**src/rtl/rgb_frame_capture.sv**
```systemverilog
// rgb_frame_capture: samples an RGB565 DE/VSYNC video stream and writes a
// decimated still frame per start request. Optional: CAPTURE_LINE_CHECK_EN.
module rgb_frame_capture #(
  parameter int H_AREA     = 1024,
  parameter int V_AREA     = 545,
  parameter int IMG_WIDTH  = 200,
  parameter int IMG_HEIGHT = 138,
  parameter int DEC_X      = 5,
  parameter int DEC_Y      = 3
) (
  input  logic        PixelClk,
  input  logic        nRST,
  input  logic        start,
  input  logic        LCD_DE,
  input  logic        LCD_HSYNC,
  input  logic        LCD_VSYNC,
  input  logic [4:0]  LCD_R,
  input  logic [5:0]  LCD_G,
  input  logic [4:0]  LCD_B,
  output logic [14:0] mem_ad,
  output logic [15:0] mem_din,
  output logic        mem_wre,
  output logic        busy,
  output logic        done,
  output logic        frame_err
);

  typedef enum logic [1:0] {
    IDLE,
    WAIT_VS,
    CAPTURE
  } state_t;

  localparam logic [7:0]  DX1   = 8'(DEC_X - 1);
  localparam logic [7:0]  DY1   = 8'(DEC_Y - 1);
  localparam logic [7:0]  W8    = 8'(IMG_WIDTH);
  localparam logic [7:0]  H8    = 8'(IMG_HEIGHT);
  localparam logic [14:0] W15   = 15'(IMG_WIDTH);
  localparam logic [14:0] TOTAL = 15'(IMG_WIDTH * IMG_HEIGHT);

  // Geometry sanity term; folded away, kept so all parameters are referenced.
  localparam bit unused_cfg_ok =
    (IMG_WIDTH * DEC_X <= H_AREA) && (IMG_HEIGHT * DEC_Y <= V_AREA);

  logic        s_de_q, s_hs_q, s_vs_q;
  logic [15:0] s_rgb_q;
  logic        de_prev_q, vs_prev_q;
  logic        unused_hs;

  state_t      state_q;
  logic [7:0]  xph_q, yph_q, col_q, row_q;
  logic [14:0] base_q, wcnt_q;
  logic [14:0] mem_ad_q;
  logic [15:0] mem_din_q;
  logic        mem_wre_q, busy_q, done_q, err_q;

  logic        de_fall, vs_fall, store_d, last_wr_d, chk_err;
  logic [14:0] mem_ad_d;

  assign unused_hs = s_hs_q;

  // First pipeline register: sample the video bus and keep previous levels.
  always_ff @(posedge PixelClk or negedge nRST) begin
    if (!nRST) begin
      s_de_q    <= 1'b0;
      s_hs_q    <= 1'b1;
      s_vs_q    <= 1'b1;
      s_rgb_q   <= 16'd0;
      de_prev_q <= 1'b0;
      vs_prev_q <= 1'b1;
    end else begin
      s_de_q    <= LCD_DE;
      s_hs_q    <= LCD_HSYNC;
      s_vs_q    <= LCD_VSYNC;
      s_rgb_q   <= {LCD_R, LCD_G, LCD_B};
      de_prev_q <= s_de_q;
      vs_prev_q <= s_vs_q;
    end
  end

  // Edge detects and the store decision for the sampled pixel.
  always_comb begin
    de_fall   = de_prev_q & ~s_de_q;
    vs_fall   = vs_prev_q & ~s_vs_q;
    store_d   = (state_q == CAPTURE) && s_de_q &&
                (xph_q == 8'd0) && (yph_q == 8'd0) &&
                (col_q < W8) && (row_q < H8);
    last_wr_d = store_d && (wcnt_q == TOTAL - 15'd1);
    mem_ad_d  = base_q + {7'd0, col_q};
  end

`ifdef CAPTURE_LINE_CHECK_EN
  localparam int LW = $clog2(H_AREA + 2);
  localparam int FW = $clog2(V_AREA + 2);
  localparam logic [LW-1:0] H_LEN = LW'(H_AREA);
  localparam logic [FW-1:0] V_LEN = FW'(V_AREA);

  logic [LW-1:0] len_q;
  logic [FW-1:0] lines_q;

  // Per-line DE length and per-frame line count while capturing.
  always_ff @(posedge PixelClk or negedge nRST) begin
    if (!nRST) begin
      len_q   <= '0;
      lines_q <= '0;
    end else if (state_q == WAIT_VS) begin
      len_q   <= '0;
      lines_q <= '0;
    end else if (state_q == CAPTURE) begin
      if (s_de_q) begin
        len_q <= len_q + 1'b1;
      end else if (de_fall) begin
        len_q   <= '0;
        lines_q <= lines_q + 1'b1;
      end
    end
  end

  // Length mismatch flags for the line or frame just closed.
  always_comb begin
    chk_err = 1'b0;
    if (state_q == CAPTURE) begin
      if (de_fall && (len_q != H_LEN)) chk_err = 1'b1;
      if (vs_fall && (lines_q != V_LEN)) chk_err = 1'b1;
    end
  end
`else
  assign chk_err = 1'b0;
`endif

  // Capture FSM with registered memory-port and status outputs.
  always_ff @(posedge PixelClk or negedge nRST) begin
    if (!nRST) begin
      state_q   <= IDLE;
      xph_q     <= 8'd0;
      yph_q     <= 8'd0;
      col_q     <= 8'd0;
      row_q     <= 8'd0;
      base_q    <= 15'd0;
      wcnt_q    <= 15'd0;
      mem_ad_q  <= 15'd0;
      mem_din_q <= 16'd0;
      mem_wre_q <= 1'b0;
      busy_q    <= 1'b0;
      done_q    <= 1'b0;
      err_q     <= 1'b0;
    end else begin
      mem_wre_q <= 1'b0;
      done_q    <= 1'b0;
      unique case (state_q)
        IDLE: begin
          if (start) begin
            state_q <= WAIT_VS;
            busy_q  <= 1'b1;
            err_q   <= 1'b0;
            wcnt_q  <= 15'd0;
            col_q   <= 8'd0;
            row_q   <= 8'd0;
            base_q  <= 15'd0;
          end
        end
        WAIT_VS: begin
          if (vs_fall) begin
            state_q <= CAPTURE;
            xph_q   <= 8'd0;
            yph_q   <= 8'd0;
            col_q   <= 8'd0;
            row_q   <= 8'd0;
            base_q  <= 15'd0;
          end
        end
        CAPTURE: begin
          if (chk_err) err_q <= 1'b1;
          if (wcnt_q == TOTAL) begin
            state_q <= IDLE;
            busy_q  <= 1'b0;
            done_q  <= 1'b1;
          end else if (vs_fall && !last_wr_d) begin
            state_q <= IDLE;
            busy_q  <= 1'b0;
            done_q  <= 1'b1;
            err_q   <= 1'b1;
          end else begin
            if (store_d) begin
              mem_ad_q  <= mem_ad_d;
              mem_din_q <= s_rgb_q;
              mem_wre_q <= 1'b1;
              col_q     <= col_q + 8'd1;
              wcnt_q    <= wcnt_q + 15'd1;
            end
            if (s_de_q) begin
              xph_q <= (xph_q == DX1) ? 8'd0 : xph_q + 8'd1;
            end else if (de_fall) begin
              xph_q <= 8'd0;
              col_q <= 8'd0;
              yph_q <= (yph_q == DY1) ? 8'd0 : yph_q + 8'd1;
              if (yph_q == 8'd0) begin
                row_q  <= row_q + 8'd1;
                base_q <= base_q + W15;
              end
            end
          end
        end
        default: state_q <= IDLE;
      endcase
    end
  end

  assign mem_ad    = mem_ad_q;
  assign mem_din   = mem_din_q;
  assign mem_wre   = mem_wre_q;
  assign busy      = busy_q;
  assign done      = done_q;
  assign frame_err = err_q;

endmodule
```
**config.mk**
```make
export PLATFORM = sky130hd
export DESIGN_NAME = rgb_frame_capture
export DESIGN_NICKNAME = d
export VERILOG_FILES = /design/src/rtl/rgb_frame_capture.sv
export SDC_FILE = /design/constraint.sdc
export NUM_CORES = 1
export LEC_CHECK = 0
export ABC_AREA = 0
export CORE_UTILIZATION = 51
export DETAILED_ROUTE_END_ITERATION = 16
export PLACE_DENSITY = 0.86
export SYNTH_ARGS = -nofsm -noshare
export SYNTH_HDL_FRONTEND = slang
export SYNTH_SLANG_ARGS = --single-unit
export TNS_END_PERCENT = 30
```
**constraint.sdc**
```tcl
create_clock -name PixelClk -period 2.3 [get_ports PixelClk]
set_input_delay 0.345 -clock PixelClk [delete_from_list [all_inputs] [get_ports PixelClk]]
set_output_delay 0.345 -clock PixelClk [all_outputs]
set_load 0.01 [all_outputs]
```
==> impl_summary.log <==
INFO  metric outcome = complete, but fails checks
INFO  metric failed_checks = setup timing
INFO  metric async_flop_share = 1.000
INFO  metric drv_cap = 0
INFO  metric maximum_number_of_pins_on_one_net_before_global_route_repair = 48
INFO  metric clock_skew = 9.214 ps
INFO  metric syn_inst = 582
INFO  metric max_slew.worst_pin.slew = 822.4 ps
INFO  metric cts_inserted_buffers = 17
INFO  metric comb_power_share = 0.281
INFO  metric dp_hpwl = 9420 um
INFO  metric critPathMaxFanout = 5
INFO  metric drive_gt1_frac = 0.3272
INFO  metric design.core.area = 0.01046 mm^2
INFO  metric swShare = 0.3359
INFO  metric final-hold-violation-count = 0
INFO  metric layout_min_cycle_time = 2935 ps
INFO  metric synth-edff-count = 0
INFO  metric placed_cell_area = 0.006815 mm^2
INFO  metric power_switching = 2.391 mW
INFO  metric largest_cells_by_area_after_synthesis = sky130_fd_sc_hd__dfrtp_1 (51%), sky130_fd_sc_hd__nand2_1 (7.1%), sky130_fd_sc_hd__o21ai_0 (5.1%), sky130_fd_sc_hd__o31ai_1 (3.9%), sky130_fd_sc_hd__ha_1 (3.4%)
INFO  metric r2r_slack = -630 ps
INFO  metric setup-tns-final = -18920 ps
INFO  metric globalRouteTotalUtil = 0.3316
INFO  metric endpoint_kind = flip-flop
INFO  metric synth_top_cell_area_share = 0.5105
INFO  metric ir_worst_vdd = 0.0005819 V
INFO  metric cts_root_buf = sky130_fd_sc_hd__clkbuf_8
INFO  metric slew_headroom = 0.4517
INFO  metric cp_data_arrival_time = 3310 ps
INFO  metric drt-wirelength-per-cell = 25.91 um
INFO  metric grt_pass1_vias = 5805
INFO  metric cts_clock_pin_slew_for_the_worst_setup_and_hold_paths = 60 ps
INFO  metric mappedNetlistArea = 0.005588 mm^2
INFO  metric min_path_cells = 1
INFO  metric postLayoutCoreUtil = 0.8020
INFO  metric crit_path_top_delay_cell = sky130_fd_sc_hd__or4_4
INFO  metric crit_path_max_incr_delay = 580 ps
INFO  metric number_of_distinct_library_cell_variants_in_the_gate_level_netlist_after_synthesis = 62
INFO  metric tritoncts = yes
INFO  metric worst_skew_pair.late_latency = 550 ps
INFO  metric placedCellCount = 823
INFO  metric layout.cell_area.non_filler = 0.008391 mm^2
INFO  metric fillers = 522
INFO  metric worst-setup-path-type = reg -> reg
INFO  metric yosysTopAreaCell = sky130_fd_sc_hd__dfrtp_1
INFO  metric port-buffer-count = 55
INFO  metric intPower = 4.726 mW
INFO  metric die_w = 106.7 um
INFO  metric vias = 6108
INFO  metric seq_power_share = 0.335
INFO  metric num_rows = 37
INFO  metric floorplan.initialDensity = 0.5341
INFO  metric synthMostInstantiatedCell = sky130_fd_sc_hd__dfrtp_1
INFO  metric n_antenna_cell = 0
INFO  metric grt_antenna_before_repair = 0
INFO  metric drc = 0
INFO  metric power.static_leakage = 3.797 nW
INFO  metric ios = 57
INFO  metric synth.net_count = 619
INFO  metric post-layout-total-power = 7.117 mW
INFO  metric htree_num_levels = 4
INFO  metric holdCritPathClass = in -> reg
INFO  metric worst_r2r_startpoint = xph_q[7]
INFO  metric clock_sinks = 116
INFO  metric final.period_utilization = 1.276
INFO  metric finalSetupViolations = 87
INFO  metric layoutNonFillerInstCount = 894
INFO  metric syn-mean-instance-area = 9.601 um^2
INFO  metric clk_path_buf_depth = 2
INFO  metric multiInputGateArea = 0.003038 mm^2
INFO  metric floorplan.die.height = 106.7 um
INFO  metric die-area = 0.01138 mm^2
INFO  metric critical_path.cell_chain = or4_4, nor3_2, and4bb_2, o21ai_2, or3_4, buf_8, buf_6, o41ai_2
INFO  metric timing.critical_path.from_type = flip-flop
INFO  metric hp-start = LCD_VSYNC
INFO  metric ys.flop_type = sky130_fd_sc_hd__dfrtp_1
INFO  metric drt_pass1_iterations = 7
INFO  metric first_pass_grt_wire_length = 28770 um
INFO  metric detail_route.wirelength = 23160 um
INFO  metric place_congestion = 0.8455
INFO  metric grt_remaining_overflow = 0
INFO  metric detail_route.iter0.violations = 781
INFO  metric timing.reg2reg.worst_path_depth = 8
INFO  metric reg2reg_to = base_q[9]
INFO  metric hold_path_end = s_vs_q
INFO  metric p_per_area = 848.2 mW/mm^2
INFO  metric number_of_vias_per_cell_after_detailed_routing = 6.832
INFO  metric ant_nets = 0
INFO  metric finish.net_count = 782
INFO  metric layout-area-overhead-vs-synth = 50.16%
INFO  metric clock_power_share = 0.384
INFO  metric sequential_area_share_after_synthesis = 0.5199
INFO  metric seqCellArea = 0.002908 mm^2
INFO  metric fmax = 340.8 MHz
INFO  metric final_max_slew_viol_count = 0
INFO  metric ys_warn_count = 0
INFO  metric cp_data_required_time = 2670 ps
INFO  metric finalWorstSetupSlack = -634.7 ps
INFO  metric rsz_0062_raised_after_global_routing = yes
INFO  metric synth_seq_cells = 116
INFO  metric hold-worst-slack = 205.0 ps
INFO  metric place_ws = -261.6 ps
INFO  metric yosys-top-cells-count = sky130_fd_sc_hd__dfrtp_1 (114), sky130_fd_sc_hd__nand2_1 (105), sky130_fd_sc_hd__o21ai_0 (57)
==> critical path, delay by kind of cell, from the launching register on <==
kind / cells / cell delay [ps]
flops: 1 / 380
simple gates: 4 / 1450
compound gates: 2 / 630
buf+inv: 2 / 290
==> sequential cells by signal (all words and copies together) (netlist names), 2 cells and up <==
signal and count:
mem_ad 15, mem_din 16, wcnt_q 15, row_q 8, s_rgb_q 16, xph_q 8, base_q 12, state_q 2
col_q 8, yph_q 8
==> per-layer routing <==
metal / up-vias / global-route usage / share of wire
li1: 2422 / - / -
met1: 2888 / 0.3887 / 0.33
met2: 587 / 0.5429 / 0.47
met3: 211 / 0.07356 / 0.12
met4: 0 / 0.2290 / 0.090
met5: - / 0 / 0
==> how the worst max path moves through the flow <==
stage	from	endpoint	cells after the start
finish	xph_q[7]	base_q[9]	8
global route	yph_q[2]	base_q[9]	9
CTS	xph_q[7]	row_q[6]	8
detailed placement	xph_q[7]	wcnt_q[4]	7
global placement	xph_q[7]	col_q[6]	7
floorplan	xph_q[4]	col_q[6]	6
==> kinds of logic (layout without fill, tap and decap cells) <==
| kind of cell | count (synthesis) | after routing | synth area share |
|---|---|---|---|
| compound gates | 155 | 156 | 0.1832 |
| xor+xnor | 12 | 12 | 0.01881 |
| fa+ha+maj | 15 | 15 | 0.03359 |
| buf+inv | 40 | 214 | 0.03090 |
| flops | 116 | 116 | 0.5199 |
| mux | 1 | 1 | 0.002015 |
| simple gates | 243 | 244 | 0.2116 |
==> area by class of cell <==
type                            instances  area share
Sequential cell                       116      0.3466
Timing Repair Buffer                  167      0.1934
Tap cell                              136     0.02028
Inverter                               15    0.006710
Clock inverter                         14     0.02118
Clock buffer                           18     0.04981
Multi-Input combinational cell        428      0.3621
==> timing repair <==
item	in CTS	in global routing
gates resized for setup	70	107
setup endpoints to repair	84	90
buffers inserted	13	17
hold buffers	1	0
gates cloned	6	5
pin swaps	29	35
hold endpoints to repair	35	0
==> layout by cell type (no fill, tap or decap), types with 5 or more instances in the layout <==
| cell | synthesis | layout |
|---|---|---|
| sky130_fd_sc_hd__xnor2_1 | 8 | 8 |
| sky130_fd_sc_hd__buf_6 | 1 | 19 |
| sky130_fd_sc_hd__nor3_1 | 12 | 10 |
| sky130_fd_sc_hd__nor2b_1 | 6 | 6 |
| sky130_fd_sc_hd__and3_1 | 8 | 8 |
| sky130_fd_sc_hd__nor2_1 | 44 | 40 |
| sky130_fd_sc_hd__o31ai_1 | 29 | 11 |
| sky130_fd_sc_hd__dfrtp_1 | 114 | 112 |
| sky130_fd_sc_hd__nand2b_1 | 7 | 7 |
| sky130_fd_sc_hd__clkdlybuf4s50_1 | 0 | 54 |
| sky130_fd_sc_hd__buf_12 | 0 | 8 |
| sky130_fd_sc_hd__clkinv_4 | 0 | 5 |
| sky130_fd_sc_hd__inv_1 | 15 | 13 |
| sky130_fd_sc_hd__buf_4 | 2 | 80 |
| sky130_fd_sc_hd__o31ai_4 | 0 | 8 |
| sky130_fd_sc_hd__nand4_1 | 7 | 7 |
| sky130_fd_sc_hd__nand2_2 | 0 | 22 |
| sky130_fd_sc_hd__o21ai_2 | 0 | 12 |
| sky130_fd_sc_hd__o31ai_2 | 0 | 10 |
| sky130_fd_sc_hd__a31oi_1 | 8 | 8 |
| sky130_fd_sc_hd__a21oi_1 | 13 | 7 |
| sky130_fd_sc_hd__ha_1 | 15 | 13 |
| sky130_fd_sc_hd__clkbuf_16 | 0 | 18 |
| sky130_fd_sc_hd__nand3_1 | 20 | 20 |
| sky130_fd_sc_hd__o41ai_2 | 0 | 5 |
| sky130_fd_sc_hd__nand2_1 | 105 | 81 |
| sky130_fd_sc_hd__o21ai_1 | 7 | 27 |
| sky130_fd_sc_hd__and2_1 | 11 | 10 |
| sky130_fd_sc_hd__o21ai_0 | 57 | 22 |
==> power by group through the flow <==
stage                     clock network, mW  registers (mW)  logic, mW
final                                  2.73            2.39       2.00
after global placement                    0            2.35       1.18
after global routing                   2.82            2.39       2.08
after floorplan                           0            2.39      0.598
after detailed placement                  0            2.37       1.24
after CTS                              2.68            2.35       1.47
(Power assumes the default switching activity.)
==> RTL edit, RTL diff (same flow settings) <==
`s_rgb_q` no longer has a reset.
--- a/src/rtl/rgb_frame_capture.sv
+++ b/src/rtl/rgb_frame_capture.sv
@@ -66,5 +66,4 @@
       s_hs_q    <= 1'b1;
       s_vs_q    <= 1'b1;
-      s_rgb_q   <= 16'd0;
       de_prev_q <= 1'b0;
       vs_prev_q <= 1'b1;
@@ -73,8 +72,11 @@
       s_hs_q    <= LCD_HSYNC;
       s_vs_q    <= LCD_VSYNC;
-      s_rgb_q   <= {LCD_R, LCD_G, LCD_B};
       de_prev_q <= s_de_q;
       vs_prev_q <= s_vs_q;
     end
+  end
+
+  always_ff @(posedge PixelClk) begin
+    s_rgb_q <= {LCD_R, LCD_G, LCD_B};
   end
 
Check against the original RTL: same outputs for any inputs over 10 cycles, from zero or initial values and one cycle with nRST low; that may be too few to reach the edited logic, so the function may still have changed.
==> RTL edit against the unedited design <==
The run still ends with negative setup slack left; sequential cell count unchanged; total power is 5.1% lower; routed wire length is 17% lower; worst setup slack gained 420 ps; via count decreased by 8.1%; utilization fell by 2.7 points; synthesized cell count is the same; area after synthesis is 1.4% lower; cell area shrank 3.8%; critical path type unchanged.
==> RTL edit: results (changes against the unedited design) <==
outcome=finished, violations left; failing checks=negative setup slack; DR vias=5611 (-8.1%); worst-margin pin slew=658 ps (-165 ps); Initial DRC Count=618 (-21%); Layout Nets=762 (-2.6%); drt total wl=19200 µm (-17%); TNS Setup=-9340 ps (+9580 ps); Distinct cells, synth=63 (+1.6%); Synth area leaders=dfrtp_1, nand2_1, dfxtp_1; maximum VDD drop=0.000760 V (+31%); first-pass GRT wire length=26900 µm (-6.6%); met2 Use GR=54.8% (+0.52 points); Worst EP arrival=2960 ps (-350 ps); ratio of cells with drive above 1 in the final layout=30.2% (-2.5 points); Int Power=4.63 mW (-2.1%); Setup Skew=8.26 ps (-0.953 ps); most frequent cells after synthesis=nand2_1, dfrtp_1, o21ai_0; RePlAce Congestion=0.855 (+1.1%); Post-synth ARST share=86.2% (-14 points); Setup Viol. Count Final=87 (unchanged); setup ws final=-212 ps (+422 ps); crit path max fanout=8 (+3); fillers=576 (+10%); HPWL Detailed=9360 µm (-0.61%); Seq/Total Area, Yosys=51.3% (-0.70 points); vias in the first global route=5494 (-5.4%)
RTL edit: metrics by stage:
stage / cell area [µm²] / std cells / hold slack (ps) / util [%] / setup WS, ps
2_1_floorplan: 5530 / 582 / 49.4 / - / -135
3_3_place_gp: 6660 / 820 / 362 / 64.0 / -204
3_5_place_dp: 6660 / 820 / 366 / 64.0 / -305
4_1_cts: 7530 / 862 / 214 / 72.3 / -115
5_1_grt: 8070 / 874 / 222 / 77.5 / -280
6_report: 8070 / 874 / 212 / 77.5 / -212
RTL edit: layout make-up:
type | count | share of cell area, %
flip-flops and latches | 116 | 35.0
well taps | 136 | 2.11
repair buffers | 147 | 17.3
clock buffers | 20 | 5.52
clock inverters | 12 | 1.92
inverters | 15 | 0.698
multi-input cells | 428 | 37.4
RTL edit: final timing paths:
kind | startpoint | endpoint | slack, ps | depth (start not counted)
min in group asynchronous | nRST | base_q[5] | 380 | 2
max in group asynchronous | nRST | mem_din[12] | 1120 | 3
max | xph_q[5] | row_q[7] | -210 | 7
min | LCD_VSYNC | s_vs_q | 210 | 1
max reg2reg | xph_q[5] | row_q[7] | -210 | 7
min reg2reg | s_vs_q | vs_prev_q | 380 | 0
RTL edit: layer usage:
| metal | share of wire, % | vias to the layer above |
|---|---|---|
| met3 | 7.9 | 122 |
| met4 | 5.8 | 0 |
| met2 | 51 | 390 |
| met5 | 0 | - |
| li1 | - | 2382 |
| met1 | 35 | 2717 |
RTL edit: what timing repair did:
item,4_1_cts,5_1_grt
resized for setup,48,127
pin swaps,22,41
setup endpoints to repair,85,90
gates cloned,3,3
hold endpoints to repair,43,0
hold buffers,1,0
buffers inserted,6,9
RTL edit: power groups by stage:
| stage | Clock [mW] | Sequential (mW) | Combinational (mW) |
|---|---|---|---|
| global placement | 0 | 2.35 | 1.18 |
| global route | 2.80 | 2.37 | 1.78 |
| floorplan | 0 | 2.39 | 0.598 |
| finish | 2.71 | 2.36 | 1.69 |
| CTS | 2.68 | 2.33 | 1.33 |
| detailed placement | 0 | 2.36 | 1.24 |
RTL edit: critical path, delay by kind of cell (launching register included):
family | cells | cell delay, ps
AOI/OAI and AO/OA | 2 | 310
buffers and inverters | 1 | 180
DFF | 1 | 380
and+or+nand+nor | 4 | 1530
RTL edit: cells by family after synthesis:
logic type | share of synthesized area, %
buffers and inverters | 3.13
flip-flops | 51.3
AND/OR/NAND/NOR | 21.5
XOR/XNOR | 1.91
multiplexers | 0.204
adder cells (fa/ha/maj) | 3.41
AO/OA/AOI/OAI | 18.6
